<file path="config.mk">
export PLATFORM = sky130hd
export DESIGN_NAME = iter_div_ctrl
export DESIGN_NICKNAME = d
export VERILOG_FILES = /design/src/rtl/iter_div_ctrl_pkg.sv /design/src/rtl/add_with_Cout.sv /design/src/rtl/iter_div_ctrl.sv
export SDC_FILE = /design/constraint.sdc
export NUM_CORES = 1
export LEC_CHECK = 0
export ABC_CLOCK_PERIOD_IN_PS = 35300
export BUFFER_PORTS_ARGS = -buffer_cell sky130_fd_sc_hd__buf_2
export CORE_ASPECT_RATIO = 1.1
export CORE_MARGIN = 2
export CORE_UTILIZATION = 60
export DETAILED_ROUTE_END_ITERATION = 8
export HOLD_SLACK_MARGIN = 0.15
export PLACE_DENSITY = 0.86
export REMOVE_ABC_BUFFERS = 1
export SLEW_MARGIN = 20
export SYNTH_ARGS = -nofsm -noshare
export SYNTH_HDL_FRONTEND = slang
export SYNTH_SLANG_ARGS = --single-unit
</file>
<file path="constraint.sdc">
create_clock -name clk -period 35.3 [get_ports clk]
set_input_delay 3.53 -clock clk [delete_from_list [all_inputs] [get_ports clk]]
set_output_delay 3.53 -clock clk [all_outputs]
set_load 0.02 [all_outputs]
</file>
<file path="src/rtl/iter_div_ctrl_pkg.sv">
// Shared state encodings and constants for the radix-2 restoring divide sequencer.
package iter_div_ctrl_pkg;

   localparam int DIV_DATA_LEN_DEF = 64;
   localparam int DIV_CNT_W_DEF    = 7;
   localparam int DIV_MAX_LEN      = 128;

   typedef enum logic [1:0] {
      DIV_IDLE = 2'd0,
      DIV_CALC = 2'd1,
      DIV_FIX  = 2'd2,
      DIV_DONE = 2'd3
   } div_state_e;

   // Quotient returned for a zero divisor; sliced down to the operand width by users.
   localparam logic [DIV_MAX_LEN-1:0] DIV_BY_ZERO_Q = '1;

endpackage

</file>
<file path="src/rtl/add_with_Cout.sv">
// Ripple-carry adder with carry-out and signed overflow flag.
module add_with_Cout #(
   parameter int DATA_LEN = 64
) (
   input  logic [DATA_LEN-1:0] op_a,
   input  logic [DATA_LEN-1:0] op_b,
   input  logic                cin,
   output logic [DATA_LEN-1:0] sum,
   output logic                cout,
   output logic                overflow
);

   logic [DATA_LEN:0] carry;

   assign carry[0] = cin;

   for (genvar gi = 0; gi < DATA_LEN; gi++) begin : g_bit
      assign sum[gi]      = op_a[gi] ^ op_b[gi] ^ carry[gi];
      assign carry[gi+1]  = (op_a[gi] & op_b[gi]) | (op_a[gi] & carry[gi]) | (op_b[gi] & carry[gi]);
   end

   assign cout     = carry[DATA_LEN];
   assign overflow = carry[DATA_LEN] ^ carry[DATA_LEN-1];

endmodule

</file>
<file path="src/rtl/iter_div_ctrl.sv">
// Radix-2 restoring divide/remainder sequencer; trial subtractions share one adder.
module iter_div_ctrl
   import iter_div_ctrl_pkg::*;
#(
   parameter int DATA_LEN = DIV_DATA_LEN_DEF,
   parameter int CNT_W    = DIV_CNT_W_DEF
) (
   input  logic                clk,
   input  logic                rst_n,
   input  logic                flush,
   input  logic                in_valid,
   output logic                in_ready,
   input  logic [DATA_LEN-1:0] dividend,
   input  logic [DATA_LEN-1:0] divisor,
   input  logic                is_signed,
   input  logic                want_rem,
   output logic                out_valid,
   input  logic                out_ready,
   output logic [DATA_LEN-1:0] result
);

   localparam logic [DATA_LEN-1:0] MIN_VAL = {1'b1, {(DATA_LEN-1){1'b0}}};
   localparam logic [DATA_LEN-1:0] ZERO_Q  = DIV_BY_ZERO_Q[DATA_LEN-1:0];
   localparam logic [CNT_W-1:0]    CNT_TOP = CNT_W'(DATA_LEN - 1);

   div_state_e          state_reg, state_next;
   logic [DATA_LEN-1:0] quo_reg, quo_next;
   logic [DATA_LEN-1:0] rem_reg, rem_next;
   logic [DATA_LEN-1:0] div_reg, div_next;
   logic [DATA_LEN-1:0] result_reg, result_next;
   logic [CNT_W-1:0]    counter_reg, counter_next;
   logic                q_neg_reg, q_neg_next;
   logic                r_neg_reg, r_neg_next;
   logic                want_rem_reg, want_rem_next;

   logic [DATA_LEN-1:0] trial;
   logic [DATA_LEN-1:0] add_sum;
   logic                add_cout;
   logic [DATA_LEN-1:0] dividend_abs;
   logic [DATA_LEN-1:0] divisor_abs;
   logic [DATA_LEN-1:0] quo_fixed;
   logic [DATA_LEN-1:0] rem_fixed;

   assign trial = {rem_reg[DATA_LEN-2:0], quo_reg[DATA_LEN-1]};

   // Subtraction as trial + ~divisor + 1; a carry-out means no borrow.
   add_with_Cout #(
      .DATA_LEN (DATA_LEN)
   ) u_add (
      .op_a     (trial),
      .op_b     (~div_reg),
      .cin      (1'b1),
      .sum      (add_sum),
      .cout     (add_cout),
      .overflow ()
   );

   assign dividend_abs = (is_signed && dividend[DATA_LEN-1]) ? -dividend : dividend;
   assign divisor_abs  = (is_signed && divisor[DATA_LEN-1])  ? -divisor  : divisor;
   assign quo_fixed    = q_neg_reg ? -quo_reg : quo_reg;
   assign rem_fixed    = r_neg_reg ? -rem_reg : rem_reg;

   always_ff @(posedge clk) begin
      if (!rst_n) begin
         state_reg    <= DIV_IDLE;
         quo_reg      <= '0;
         rem_reg      <= '0;
         div_reg      <= '0;
         result_reg   <= '0;
         counter_reg  <= '0;
         q_neg_reg    <= 1'b0;
         r_neg_reg    <= 1'b0;
         want_rem_reg <= 1'b0;
      end else begin
         state_reg    <= state_next;
         quo_reg      <= quo_next;
         rem_reg      <= rem_next;
         div_reg      <= div_next;
         result_reg   <= result_next;
         counter_reg  <= counter_next;
         q_neg_reg    <= q_neg_next;
         r_neg_reg    <= r_neg_next;
         want_rem_reg <= want_rem_next;
      end
   end

   always_comb begin
      state_next    = state_reg;
      quo_next      = quo_reg;
      rem_next      = rem_reg;
      div_next      = div_reg;
      result_next   = result_reg;
      counter_next  = counter_reg;
      q_neg_next    = q_neg_reg;
      r_neg_next    = r_neg_reg;
      want_rem_next = want_rem_reg;

      case (state_reg)
         DIV_IDLE: begin
            if (in_valid && !flush) begin
               quo_next      = dividend_abs;
               rem_next      = '0;
               div_next      = divisor_abs;
               want_rem_next = want_rem;
               q_neg_next    = is_signed && (dividend[DATA_LEN-1] ^ divisor[DATA_LEN-1]);
               r_neg_next    = is_signed && dividend[DATA_LEN-1];
               counter_next  = CNT_TOP;
               if (divisor == '0) begin
                  result_next = want_rem ? dividend : ZERO_Q;
                  state_next  = DIV_DONE;
               end else if (is_signed && dividend == MIN_VAL && divisor == '1) begin
                  result_next = want_rem ? '0 : dividend;
                  state_next  = DIV_DONE;
               end else begin
                  state_next  = DIV_CALC;
               end
            end
         end

         DIV_CALC: begin
            if (flush) begin
               state_next = DIV_IDLE;
            end else begin
               rem_next = add_cout ? add_sum : trial;
               quo_next = {quo_reg[DATA_LEN-2:0], add_cout};
               if (counter_reg == '0) begin
                  state_next = DIV_FIX;
               end else begin
                  counter_next = counter_reg - 1'b1;
               end
            end
         end

         DIV_FIX: begin
            if (flush) begin
               state_next = DIV_IDLE;
            end else begin
               result_next = want_rem_reg ? rem_fixed : quo_fixed;
               state_next  = DIV_DONE;
            end
         end

         DIV_DONE: begin
            if (flush || out_ready) begin
               state_next = DIV_IDLE;
            end
         end

         default: state_next = DIV_IDLE;
      endcase
   end

   // Handshake outputs depend on the state register only.
   assign in_ready  = (state_reg == DIV_IDLE);
   assign out_valid = (state_reg == DIV_DONE);
   assign result    = result_reg;

endmodule

</file>
; ---- After elaboration in Yosys (flattened, before gate mapping)
; Index checks and enable logic that the tools add are counted.
[classes]
n_mux = 31
n_mul = 0
eq_ne = 12
n_reduce_logical = 18
n_div = 0
addsub = 5
order_cmp = 0
n_shift = 0
bitwise = 448
[ops]
columns = operator, count
row1 = $mux 64, 16
row2 = $pmux 64 s2, 3
row3 = $neg 64->64, 4
row4 = $and 1x1->1, 190
row5 = $eq 64x64->1 const B, 2
row6 = $or 1x1->1, 128
row7 = $xor 1x1->1, 128
row8 = $logic_not 64->1, 1
row9 = $not 64->64, 1
row10 = $mux 7, 3
row11 = $mux 2, 7
row12 = $pmux 7 s2, 1
row13 = $pmux 2 s4, 1
row14 = $reduce_and 4->1, 2
row15 = $logic_not 7->1, 1
row16 = $sub 7x1->7 const B, 1
row17 = $logic_and 1x1->1, 6
row18 = $ne 2x2->1 const B, 3
row19 = $reduce_and 3->1, 2
row20 = $eq 2x2->1 const B, 2
row21 = $ne 2x1->1 const B, 2
row22 = $reduce_bool 2->1, 2
row23 = $ne 3x1->1 const B, 1
row24 = $ne 3x3->1 const B, 1
row25 = other kinds (6), 6
[totals]
mem_bits_ro = 0
elab_cells = 523
in_bits = 135
ram_bits = 0
register_bits = 268
latch_bits = 0
out_inout_bits = 66
n_memories = 0

; ---- Longest topological paths before layout
[logic_depth]
word_depth = 196
mapped_depth = 78
depth_no_buf = 76

; ---- Hierarchy
; A second synthesis with hierarchy kept.
[unflattened]
cells_unflattened = 2558
hier_area_um2 = 19844.0
[by_module_without_submodules]
columns = mod, n_inst, area_per_inst_um2, cells_each, seq_area_each_um2
row1 = iter_div_ctrl, 1, 18516.5, 2483, 5365.1
row2 = add_with_Cout, 1, 1327.5, 75, 0.0

; ---- Least setup slack after synthesis
; OpenSTA, ideal clock, no wires.
[synth_path]
path_kind = flip-flop to flip-flop
from = reg quo_reg[63]
to = reg rem_reg[10]
setup_ns = 0.128
required_ns = 35.172
stages_incl_launch_ff = 78
arrival_time_ns = 24.657
period_less_slack_ns = 24.784
path_slack_ns = 10.516
n_path_buf = 2
cell_sequence = dfxtp_1 inv_1 ha_1 inv_1 fa_1 inv_1 fa_1 inv_1 fa_1 fa_1 fa_1 fa_1 fa_1 inv_1 fa_1 fa_1 inv_1 fa_1 [... 42 more ...] fa_1 fa_1 fa_1 fa_1 fa_1 fa_1 fa_1 fa_1 fa_1 inv_1 fa_1 fa_1 clkbuf_1 buf_1 mux2i_1 nor3_1 a21oi_1 nor2_1
[synth_between]
elab_chain_cells = 195
elab_cells_between_ends = 259
cone_classes = mux: 3 / bitwise: 256
[synth_lines]
columns = item, line_no
row1 = "start, declared", iter_div_ctrl.sv:27  ; logic [DATA_LEN-1:0] quo_reg, quo_next;
row2 = "start signal, assigned", iter_div_ctrl.sv:76  ; quo_reg <= quo_next;
row3 = $and 1x1->1, add_with_Cout.sv:19  ; assign carry[gi+1] = (op_a[gi] & op_b[gi]) | (op_a[gi] & carry[gi]) | (op_b[gi] & carry[gi]);
row4 = $or 1x1->1 * (2 in series), add_with_Cout.sv:19
row5 = $and 1x1->1, add_with_Cout.sv:19
row6 = $or 1x1->1, add_with_Cout.sv:19
row7 = $or 1x1->1 *, add_with_Cout.sv:19
row8 = $and 1x1->1, add_with_Cout.sv:19
row9 = $or 1x1->1, add_with_Cout.sv:19
row10 = $or 1x1->1 *, add_with_Cout.sv:19
row11 = [... 175 more ...], --
row12 = $or 1x1->1 (2 in series), add_with_Cout.sv:19
row13 = $and 1x1->1, add_with_Cout.sv:19
row14 = $or 1x1->1 (2 in series), add_with_Cout.sv:19
row15 = $and 1x1->1, add_with_Cout.sv:19
row16 = $or 1x1->1 (2 in series), add_with_Cout.sv:19
row17 = $mux 64 *, iter_div_ctrl.sv:124  ; rem_next = add_cout ? add_sum : trial;
row18 = $mux 64 *, iter_div_ctrl.sv:121  ; if (flush) begin
row19 = $pmux 64 s2 *, iter_div_ctrl.sv:98  ; case (state_reg)
row20 = "end signal, assigned", iter_div_ctrl.sv:77  ; rem_reg <= rem_next;
row21 = "end, declared", iter_div_ctrl.sv:28  ; logic [DATA_LEN-1:0] rem_reg, rem_next;
; Every way passes the cells marked *; elsewhere a longest branch is shown, timed or not. The select of a mux whose other input is x is not followed.
; A chain may end at the register's enable or synchronous reset.

; ---- Final worst setup path
[layout_path]
from = reg quo_reg[63]
to = reg rem_reg[42]
[layout_between]
elab_chain_cells = 195
elab_cells_between_ends = 259
cone_classes = mux: 3 / bitwise: 256
[layout_lines]
columns = item, line_no
row1 = $and 1x1->1, add_with_Cout.sv:19
row2 = $or 1x1->1 * (2 in series), add_with_Cout.sv:19
row3 = $and 1x1->1, add_with_Cout.sv:19
row4 = $or 1x1->1, add_with_Cout.sv:19
row5 = $or 1x1->1 *, add_with_Cout.sv:19
row6 = $and 1x1->1, add_with_Cout.sv:19
row7 = $or 1x1->1, add_with_Cout.sv:19
row8 = $or 1x1->1 *, add_with_Cout.sv:19
row9 = [... 175 more ...], --
row10 = $or 1x1->1 (2 in series), add_with_Cout.sv:19
row11 = $and 1x1->1, add_with_Cout.sv:19
row12 = $or 1x1->1 (2 in series), add_with_Cout.sv:19
row13 = $and 1x1->1, add_with_Cout.sv:19
row14 = $or 1x1->1 (2 in series), add_with_Cout.sv:19
row15 = $mux 64 *, iter_div_ctrl.sv:124
row16 = $mux 64 *, iter_div_ctrl.sv:121
row17 = $pmux 64 s2 *, iter_div_ctrl.sv:98
; Marked as above.

==> impl_metrics.py <==
metrics = {
    "run_status": {
        "outcome": "completed",
    },
    "worst_setup_path": {
        "crit_arrival_ns": 26.81,
        "cp_common_cell": "fa_1",
        "end_kind": "flop",
        "worst-endpoint-required_ns": 35.73,
        "timing.rr.start": "quo_reg[63]$_SDFFE_PN0P_",
        "path_max_fanout": 71,
        "crit_slowest_cell": "buf_4",
        "crit_start": "quo_reg[63]$_SDFFE_PN0P_",
        "cp-start-kind": "flop",
        "max_stage_delay_ns": 0.78,
        "crit_buf_inv": 8,
        "worstSetupPathType": "reg2reg",
        "path_delay_family": "adder cells",
    },
    "yosys": {
        "synth_edf_count": 0,
        "synth-adder-area-share_pct": 8.720,
        "synth_seq_cells": 268,
        "yosys.area_share.xor_xnor_pct": 9.010,
        "synth_top_family_by_area": "compound AO/OA/AOI/OAI gates",
        "synth_area_um2": 20320,
        "postSynthCellCount": 2593,
        "ys_seq_area_share_pct": 26.41,
        "yosys.area_share.simple_pct": 21.59,
        "ys_warn_count": 0,
        "synth_cell_types": 90,
        "async_flop_share_pct": 0,
        "synth_compound_area_share_pct": 24.10,
        "avgSynthCellArea_um2": 7.835,
        "synth_mux_area_share_pct": 4.058,
        "synth_flop_cell": "dfxtp_1",
    },
    "route": {
        "drcViolationCount": 0,
        "drt-vias-per-instance": 6.841,
        "dr.pass1.iters": 7,
        "drt-wirelength-per-cell_um": 23.04,
        "via_count": 21190,
        "drt-total-wl_mm": 71.37,
        "ant_nets": 0,
        "drt_iter0_markers": 2414,
    },
    "floorplanning": {
        "die_y_um": 197.0,
        "chipWidth_um": 179.5,
        "rows": 70,
        "dieArea_um2": 35350,
        "io_pins": 201,
        "coreArea_um2": 33280,
        "start_util_pct": 61.05,
    },
    "placed_design": {
        "portBuffers": 200,
        "post-place-ws_ns": 9.209,
        "place.gp.congestion": 0.9929,
        "dp_hpwl_mm": 50.61,
        "placed_area_um2": 21310,
        "dp.cells": 3045,
    },
    "cts": {
        "cts_resized": 0,
        "clk_pin_slew_ns": 0.06,
        "hold_buffers": 0,
        "clk_latency_ns": 0.59,
        "clock-sinks": 268,
        "root_buffer": "clkbuf_16",
        "tritoncts": "done",
        "htree_num_levels": 1,
        "clk_path_buf_depth": 3,
        "post_cts_buffers": 0,
        "cts_made_buffers": 28,
    },
    "timing": {
        "period_share_pct": 74.72,
        "skew_ns": 0.02095,
        "max_freq_ghz": 0.03791,
        "worst_pin_slew_ns": 1.141,
        "setup_violations": 0,
        "max_slew_margin_pct": 23.35,
        "setup_slack_ns": 8.923,
        "hold_viol_final": 0,
        "slew_viol_final": 0,
        "min_period_ns": 26.38,
        "rsz0062_at_grt": "no",
        "fin_tns_setup_ns": 0,
    },
    "final_layout": {
        "stdcell_count": 3098,
        "antennaDiodeCount": 0,
        "final_common_cell": "nor2_1",
        "final_cell_mix": "nor2_1, dfxtp_1, a21oi_1",
        "final_nets": 2850,
        "final_area_um2": 22340,
        "n_fill_cell": 2800,
        "area_delta_synth_final_pct": 9.964,
        "drive_above_1_share_pct": 12.87,
    },
    "global_route": {
        "globalRouteOverflowTotal": 0,
        "grt_pass1_wl_mm": 110.3,
        "grt_max_degree": 114,
        "first_global_vias": 19590,
        "grt_util_all_layers_pct": 38.87,
        "antenna_found_initial": 1,
    },
    "power_and_ir_drop": {
        "power_density_nw_per_um2": 37.22,
        "power_w": 0.0008316,
        "peakVddDrop_v": 0.00003814,
        "cellLeakagePower_nw": 8.626,
    },
    "min_path": {
        "hold_path_startpoint": "result[18]$_SDFFE_PN0P_",
        "hold_path_class": "reg2reg",
    },
    "flow_run": {
        "max-cap-violations": 0,
    },
}
## cells in the mapped netlist, drive strengths merged (31+ instances only)
library cell | n | share of area (%)
xor2 | 96 | 4.1
a211oi | 77 | 2.9
o211ai | 35 | 1.3
a31oi | 54 | 1.7
o41ai | 32 | 1.4
nor4 | 53 | 1.8
xnor2 | 113 | 4.9
buf | 31 | 0.85
dfxtp | 268 | 26
nor2 | 287 | 5.3
o21ai | 121 | 3.0
nor3 | 148 | 3.7
nand2 | 105 | 2.0
or3 | 41 | 1.3
inv | 99 | 1.8
maj3 | 41 | 2.0
clkbuf | 186 | 3.4
or4 | 35 | 1.3
fa | 63 | 6.2
o31ai | 57 | 2.3
mux2i | 79 | 3.9
a21oi | 236 | 5.8
nand3 | 58 | 1.6
nand4 | 34 | 1.2
## per-stage QoR
step,util (%),hold WS [ns]
2_1_floorplan,-,0.4400
4_1_cts,67.08,0.4543
3_5_place_dp,64.03,0.4448
6_report,67.13,0.4536
5_1_grt,67.13,0.4792
3_3_place_gp,64.03,0.4407
## metal layers
layer  global-route usage [%]  up-vias  part of all wire [%]
li1                         -     9643                     -
met1                    49.27     9868                    38
met2                    62.17     1396                    45
met3                    8.056      283                    11
met4                    21.38        2                   5.8
met5                        0        -                 0.018
## cell families (layout without fill, tap and decap cells)
family	after synthesis	in the layout
simple gates	856	856
compound gates	750	750
buf+inv	316	389
flops	268	268
xor+xnor	209	209
fa+ha+maj	112	112
mux	82	82
## worst paths after layout
kind / to / slack (ns) / depth (start not counted)
setup / recovery: rem_reg[42]$_SDFFE_PN0P_ / 8.92 / 76
hold / removal: result[18]$_SDFFE_PN0P_ / 0.45 / 2
setup reg to reg: rem_reg[42]$_SDFFE_PN0P_ / 8.92 / 76
hold reg to reg: result[18]$_SDFFE_PN0P_ / 0.45 / 2
## worst register-to-register path: cells and delay by family (launching register included)
kind / cells / cell delay, ns
AOI/OAI and AO/OA: 1 / 0.20
adders and majority gates: 64 / 23.95
buffers and inverters: 8 / 1.26
DFF: 1 / 0.32
muxes: 1 / 0.34
and+or+nand+nor: 2 / 0.16
## power by group
group	total, W	switching [W]	internal [W]
Sequential	0.000332	0.0000161	0.000316
Clock	0.000330	0.000132	0.000197
Combinational	0.000170	0.000112	0.0000581
Total	0.000832	0.000260	0.000572
## cell type report
class	instances	area (µm²)	share of cell area (%)
tap	432	540.5	2.419
inverter	99	376.6	1.686
clock inverter	10	191.4	0.8569
timing repair buffer	238	1294	5.791
sequential	268	5365	24.01
multi-input combinational	2009	13750	61.55
clock buffer	42	823.3	3.685
(Power assumes the default switching activity.)
